### config.mk
export PLATFORM = sky130hd
export DESIGN_NAME = mul_hilo_controller
export DESIGN_NICKNAME = d
export VERILOG_FILES = /design/src/rtl/mul_hilo_controller.sv
export SDC_FILE = /design/constraint.sdc
export NUM_CORES = 1
export LEC_CHECK = 0
export CAP_MARGIN = 25
export CORE_ASPECT_RATIO = 1.2
export CORE_MARGIN = 2
export CORE_UTILIZATION = 35
export CTS_CLUSTER_SIZE = 10
export DETAILED_ROUTE_END_ITERATION = 16
export HOLD_SLACK_MARGIN = 0.12
export MAX_ROUTING_LAYER = met4
export PLACE_DENSITY = 0.71
export SYNTH_ARGS = -nofsm -noshare
export SYNTH_HDL_FRONTEND = slang
export SYNTH_SLANG_ARGS = --single-unit
### constraint.sdc
create_clock -name clock -period 5 [get_ports clock]
set_input_delay 0.75 -clock clock [delete_from_list [all_inputs] [get_ports clock]]
set_output_delay 0.75 -clock clock [all_outputs]
set_load 0.005 [all_outputs]
### src/rtl/mul_hilo_controller.sv
// HI/LO controller for a two-stage pipelined 32x32 multiplier.
// Holds the architectural HI/LO and performs the MADD/MSUB accumulate step.
module mul_hilo_controller #(
    parameter int DATA_WIDTH = 32
) (
    input  logic                      clock,
    input  logic                      reset,
    input  logic                      req_valid,
    output logic                      req_ready,
    input  logic [2:0]                req_op,
    input  logic [DATA_WIDTH-1:0]     req_src1,
    input  logic [DATA_WIDTH-1:0]     req_src2,
    input  logic                      flush,
    output logic [DATA_WIDTH-1:0]     mul_input1,
    output logic [DATA_WIDTH-1:0]     mul_input2,
    output logic                      mul_is_signed,
    input  logic [2*DATA_WIDTH-1:0]   mul_result,
    output logic [DATA_WIDTH-1:0]     hi,
    output logic [DATA_WIDTH-1:0]     lo,
    output logic                      busy
);

    localparam int PW = 2 * DATA_WIDTH;

    localparam logic [1:0] S_IDLE = 2'd0;
    localparam logic [1:0] S_MUL  = 2'd1;
    localparam logic [1:0] S_ACC  = 2'd2;

    localparam logic [2:0] OP_MULT = 3'd0;
    localparam logic [2:0] OP_MADD = 3'd2;
    localparam logic [2:0] OP_MSUB = 3'd4;
    localparam logic [2:0] OP_MTHI = 3'd6;
    localparam logic [2:0] OP_MTLO = 3'd7;

    logic [1:0]            state_q, state_d;
    logic [2:0]            op_q, op_d;
    logic [PW-1:0]         prod_q, prod_d;
    logic [DATA_WIDTH-1:0] hi_q, hi_d;
    logic [DATA_WIDTH-1:0] lo_q, lo_d;

    logic                  accept;
    logic [PW-1:0]         hilo;
    logic [PW-1:0]         acc_res;

    assign req_ready  = (state_q == S_IDLE);
    assign busy       = (state_q != S_IDLE);
    assign accept     = req_valid & req_ready & ~flush;
    assign mul_input1 = req_src1;
    assign mul_input2 = req_src2;
    assign hi         = hi_q;
    assign lo         = lo_q;

    assign mul_is_signed = (req_op == OP_MULT) |
                           (req_op == OP_MADD) |
                           (req_op == OP_MSUB);

    // op bit 2 separates the MSUB pair from the MADD pair
    assign hilo    = {hi_q, lo_q};
    assign acc_res = op_q[2] ? (hilo - prod_q) : (hilo + prod_q);

    always_comb begin
        state_d = state_q;
        op_d    = op_q;
        prod_d  = prod_q;
        hi_d    = hi_q;
        lo_d    = lo_q;
        case (state_q)
            S_IDLE: begin
                if (accept) begin
                    unique case (1'b1)
                        (req_op == OP_MTHI): hi_d = req_src1;
                        (req_op == OP_MTLO): lo_d = req_src1;
                        default: begin
                            state_d = S_MUL;
                            op_d    = req_op;
                        end
                    endcase
                end
            end
            S_MUL: begin
                state_d = S_IDLE;
                if (!flush) begin
                    if (op_q[2:1] == 2'b00) begin
                        {hi_d, lo_d} = mul_result;
                    end else begin
                        prod_d  = mul_result;
                        state_d = S_ACC;
                    end
                end
            end
            S_ACC: begin
                state_d = S_IDLE;
                if (!flush) begin
                    {hi_d, lo_d} = acc_res;
                end
            end
            default: state_d = S_IDLE;
        endcase
    end

    always_ff @(posedge clock or negedge reset) begin
        if (!reset) begin
            state_q <= S_IDLE;
            op_q    <= '0;
            prod_q  <= '0;
            hi_q    <= '0;
            lo_q    <= '0;
        end else begin
            state_q <= state_d;
            op_q    <= op_d;
            prod_q  <= prod_d;
            hi_q    <= hi_d;
            lo_q    <= lo_d;
        end
    end

endmodule

== Yosys cells after proc, flatten, opt, wreduce, memory -nomap -nowiden ==
Index checks and enable logic that the tools add are counted.

* Register bits: 133
* Output and inout bits: 131
* Logic and storage cells: 56

* Add/sub/neg operators: 2
* Eq/ne operators: 13
* Mux-type cells: 18
* Bitwise logic cells: 7
* Reductions and logical operators: 11

{| class="wikitable"
|+ Operator list
! cell !! number
|-
| two-way mux 32 bit || 10
|-
| case mux 32 bit (3 select lines) || 2
|-
| adder 64 bit || 1
|-
| two-way mux 64 bit || 1
|-
| subtractor 64 bit || 1
|-
| AND reduction 6 bit || 2
|-
| == test 3 bit, second input constant || 3
|-
| two-way mux 2 bit || 4
|-
| inequality test 2 bit, second input constant || 4
|-
| inequality test 2 x 1 -> 1 bit, second input constant || 3
|-
| AND reduction 3 bit || 2
|-
| zero test 2 bit || 2
|-
| case mux 2 bit (2 select lines) || 1
|-
| == test 3 x 2 -> 1 bit, second input constant || 1
|-
| zero test 3 bit || 1
|-
| inverter 1 bit || 3
|-
| nonzero test 3 bit || 1
|-
| AND 1 bit || 2
|-
| == test 2 x 1 -> 1 bit, second input constant || 1
|-
| == test 2 bit, second input constant || 1
|-
| OR 1 bit || 2
|-
| AND reduction 2 bit || 1
|-
| nonzero test 2 bit || 1
|-
| OR reduction 2 bit || 1
|}

== Longest topological paths before layout ==
* Depth in word-level cells: 5
* Gate-level depth with buffers: 26
* Gate-level depth less buffers: 25

== Worst setup path before layout ==
Ideal clock, no wire load.

* Path kind: flip-flop to flip-flop
* Start: register prod_q[2]
* End: register hi_q[28] (netlist: hi[28])
* Data arrival time: 5.032 ns
* Data required time: 4.904 ns
* Slack: -0.128 ns
* Cell stages (with the launch flop): 22
* Path buffers: 1
* Clock period less this slack: 5.128 ns
* Cell sequence: dfrtp_1 -> nor3_1 -> nor4bb_1 -> nand4_1 -> or3_1 -> or3_1 -> nor3_1 -> nor2_1 -> xnor2_1 -> ha_1 -> clkbuf_1 -> a21o_1 -> a21oi_1 -> o221ai_1 -> a311oi_1 -> nand3_1 -> o21a_1 -> a41o_1 -> a221oi_1 -> o21ai_0 -> xnor2_1 -> o31ai_1

* Word-level cells in the longest chain between the ends: 4

{| class="wikitable"
|+ Ends and longest elaborated chain
! item !! RTL line !! text
|-
| start: declaration || 37 || <nowiki>logic [PW-1:0] prod_q, prod_d;</nowiki>
|-
| start signal: assignment || 111 || <nowiki>prod_q <= prod_d;</nowiki>
|-
| adder 64 bit or subtractor 64 bit (tied branches) || 59 || <nowiki>assign acc_res = op_q[2] ? (hilo - prod_q) : (hilo + prod_q);</nowiki>
|-
| two-way mux 64 bit * || 59 ||
|-
| two-way mux 32 bit * || 93 || <nowiki>if (!flush) begin</nowiki>
|-
| case mux 32 bit (3 select lines) * || 67 || <nowiki>case (state_q)</nowiki>
|-
| end signal: assignment || 112 || <nowiki>hi_q <= hi_d;</nowiki>
|-
| end: declaration || 38 || <nowiki>logic [DATA_WIDTH-1:0] hi_q, hi_d;</nowiki>
|}

Every way passes the cells marked *; elsewhere a longest branch is shown, timed or not. The select of a mux whose other input is x is not followed.
A chain may end at the register's enable or synchronous reset.

== Final worst setup path ==
* Start: register prod_q[9]
* End: register hi_q[20] (netlist: hi[20])

The elaborated chain is that of the path after synthesis.

==> out/metrics.csv <==
metric,value,unit
status,"complete, but fails checks",
failed_checks,setup timing,
ys.flop_type,dfrtp_1,
htreeDepth,4,
initial_core_util,0.357,
netlist_area,11600,sq um
grt_start_max_net_pins,90,
async_reset_ff_frac,1.00,
dr.first_iter.drc_count,1064,
busiest_layer,met2,
synth_top_cell_by_area,dfrtp_1,
grt_pass1_vias,11800,
dieArea,34500,sq um
use_met3,0.0446,
dp_hpwl,35.4,mm
crit_path_top_delay_cell,dfrtp_1,
max_clock_freq,196,MHz
final_common_cell,clkdlybuf4s50_1,
maxCapViolations,0,
clock_skew,11.3,ps
syn_avg_cell_area,8.22,sq um
worstPathCellList,"nor3_1, nor3b_2, buf_4, nand4_1, or3_1, or3_4, buf_6, nor3_4, nor2_1, xnor2_1, ha_1, a21oi_2, nor2b_1, o21a_1, a311oi_2, buf_4, nand3_2, o21a_1, a41o_1, a221oi_4, xnor2_1, a221oi_1, a211oi_1",
final_cell_mix,"200 x clkdlybuf4s50_1, 150 x nor2_1, 143 x buf_4",
met2_usage,0.424,
post-route-period-util,1.02,
grt_pass1_wl,68.8,mm
coreArea,32400,sq um
routedWlPerCell,22.4,um
rr_endpoint,hi[20]$_DFFE_PN0P_,
cp_num_buf_inv,3,
period_needed,5110,ps
nFillCells,3141,
max_stage_delay,380,ps
worst_hold_slack,373,ps
drv_slew,0,
antenna_found_initial,2,
cts_max_path_buffers,2,
regToRegSetupSlack,-110,ps
port_buffers,201,
crit-reg2reg-launch,prod_q[9]$_DFFE_PN0P_,
yosys-top-cells-area,"dfrtp_1 29%, ha_1 7.4%, xnor2_1 7.1%",
slew_headroom,0.389,
setup_viol,4,
nets,1834,
ys_types,65,
ys_seq_area_frac,0.285,
ant_nets,0,
arrival,5410,ps
dpl-instance-area,14300,sq um
postCtsHoldBufs,0,
critical_path_class,reg -> reg,
drt_wl_total,46.0,mm
crit_family,simple AND/OR/NAND/NOR gates,
yosysWarnings,0,
cts_buffers,17,
rsz0062_at_grt,yes,
first_pass_iters,5,
cp_max_fo,4,
cts_num_sinks,132,
min_path_type,in -> async,
syn_nets,1612,
die_w,170,um
critical_path.endpoint_type,flip-flop,
clk_latency,460,ps
place_congestion,1.00,
reg2reg_depth,23,
num_io_pins,266,
worst-path-stages,23,
fin_ws,-106,ps
gr-usage-all-layers,0.271,
die_h,203,um
ys_seq_elements,132,
routed_via_density,5.86,
drive_gt1_frac,0.193,
crit_path_start_kind,flip-flop,
cp.required,5310,ps
fin_area,15500,sq um
synth_cells,1408,
met1_usage,0.324,
cts-root-buf,clkbuf_16,
syn_to_final_growth,33.8,%
yosys.area.top_type_share,0.285,
endpoint,hi[20]$_DFFE_PN0P_,
cts.clk_slew.worst_paths,60,ps
instances_no_fill,2053,
drc,0,
synth_edf_count,0,
worstMarginPinSlew,914,ps
routed-via-count,12000,
hold_violations,0,
cts_tree,done,
crit_start,prod_q[9]$_DFFE_PN0P_,
grt_overflow_total,0,
rows,72,
dp.cells,2000,
synthesized netlist by cell type, types with 4 or more instances:
cell	instances
buf_4	64
o21bai_1	16
ha_1	68
o31ai_1	42
dfrtp_1	132
a21oi_1	113
nand3_1	23
nor3_1	28
nor4_1	8
o21ai_0	76
a221o_1	9
a21o_1	19
o21a_1	5
a21boi_0	4
nand4_1	20
xor2_1	26
a31oi_1	15
nor2b_1	11
nand2b_1	14
and3_1	4
xnor2_1	94
a221oi_1	50
and2_1	9
or4_1	7
mux2_2	60
nand2_1	120
buf_1	7
nor2_1	155
clkbuf_1	75
a211oi_1	24
or3_1	7
a41oi_1	6
a211o_1	4
nand3b_1	4
inv_1	38
kinds of logic (layout without fill, tap and decap cells):
| kind of cell | after synthesis | count (layout) | share of synthesized area |
|---|---|---|---|
| xor gates and xnor gates | 121 | 121 | 0.0922 |
| buffers and inverters | 187 | 422 | 0.0816 |
| DFF | 132 | 132 | 0.285 |
| other | 0 | 3 | 0 |
| adders and majority gates | 69 | 69 | 0.0753 |
| and+or+nand+nor | 424 | 424 | 0.169 |
| muxes | 60 | 60 | 0.0584 |
| AOI/OAI and AO/OA | 415 | 415 | 0.238 |
area by class of cell:
class / instances / area, sq um / share of cell area
antenna: 3 / 7.51 / 0.000485
clock buffer: 21 / 460 / 0.0297
clock inverter: 11 / 174 / 0.0112
inverter: 39 / 149 / 0.00962
multi-input combinational: 1089 / 7670 / 0.496
sequential: 132 / 3300 / 0.214
tap: 407 / 509 / 0.0329
timing repair buffer: 351 / 3200 / 0.207
registers in the layout, indices dropped and copies added (netlist names):
signal and count:
prod_q 64, hi 32, lo 32, op_q 2, state_q 2
worst min path at each step:
stage / startpoint / endpoint / slack (ps)
3_3_place_gp: prod_q[63]$_DFFE_PN0P_ / prod_q[63]$_DFFE_PN0P_ / 510
5_1_grt: reset / prod_q[5]$_DFFE_PN0P_ / 460
2_1_floorplan: reset / hi[0]$_DFFE_PN0P_ / 450
3_5_place_dp: lo[31]$_DFFE_PN0P_ / lo[31]$_DFFE_PN0P_ / 510
6_report: reset / prod_q[5]$_DFFE_PN0P_ / 370
4_1_cts: reset / state_q[0]$_DFFE_PN0P_ / 430
routing by layer:
layer | vias up | wire (um)
met5 | - | 0
met4 | 0 | 3080
met3 | 139 | 3520
met2 | 610 | 21300
met1 | 5767 | 18100
li1 | 5507 | -
timing repair:
item | CTS | global route
pin swaps | 22 | 24
setup endpoints to repair | 20 | 30
hold endpoints to repair | 0 | 0
buffers inserted | 8 | 9
gates resized for setup | 35 | 60
cloned | 0 | 0
worst register-to-register path, delay by kind of cell (launching register included):
kind,cells,cell delay [ps]
flip-flops,1,380
buffers and inverters,3,470
AO/OA/AOI/OAI,8,1770
AND/OR/NAND/NOR,9,1760
XOR/XNOR,2,270
adder cells (fa/ha/maj),1,310
stage by stage:
| stage | TNS [ps] | setup slack [ps] | utilization |
|---|---|---|---|
| floorplan | 0 | 2.51 | - |
| global placement | -2650 | -368 | 0.441 |
| detailed placement | -4130 | -406 | 0.441 |
| CTS | -0.551 | -0.551 | 0.467 |
| global route | -3450 | -327 | 0.477 |
| finish | -255 | -106 | 0.477 |
Power is left out: the tool's default activity adds up to more than one toggle a clock period on the data nets, which glitch-free logic cannot reach.
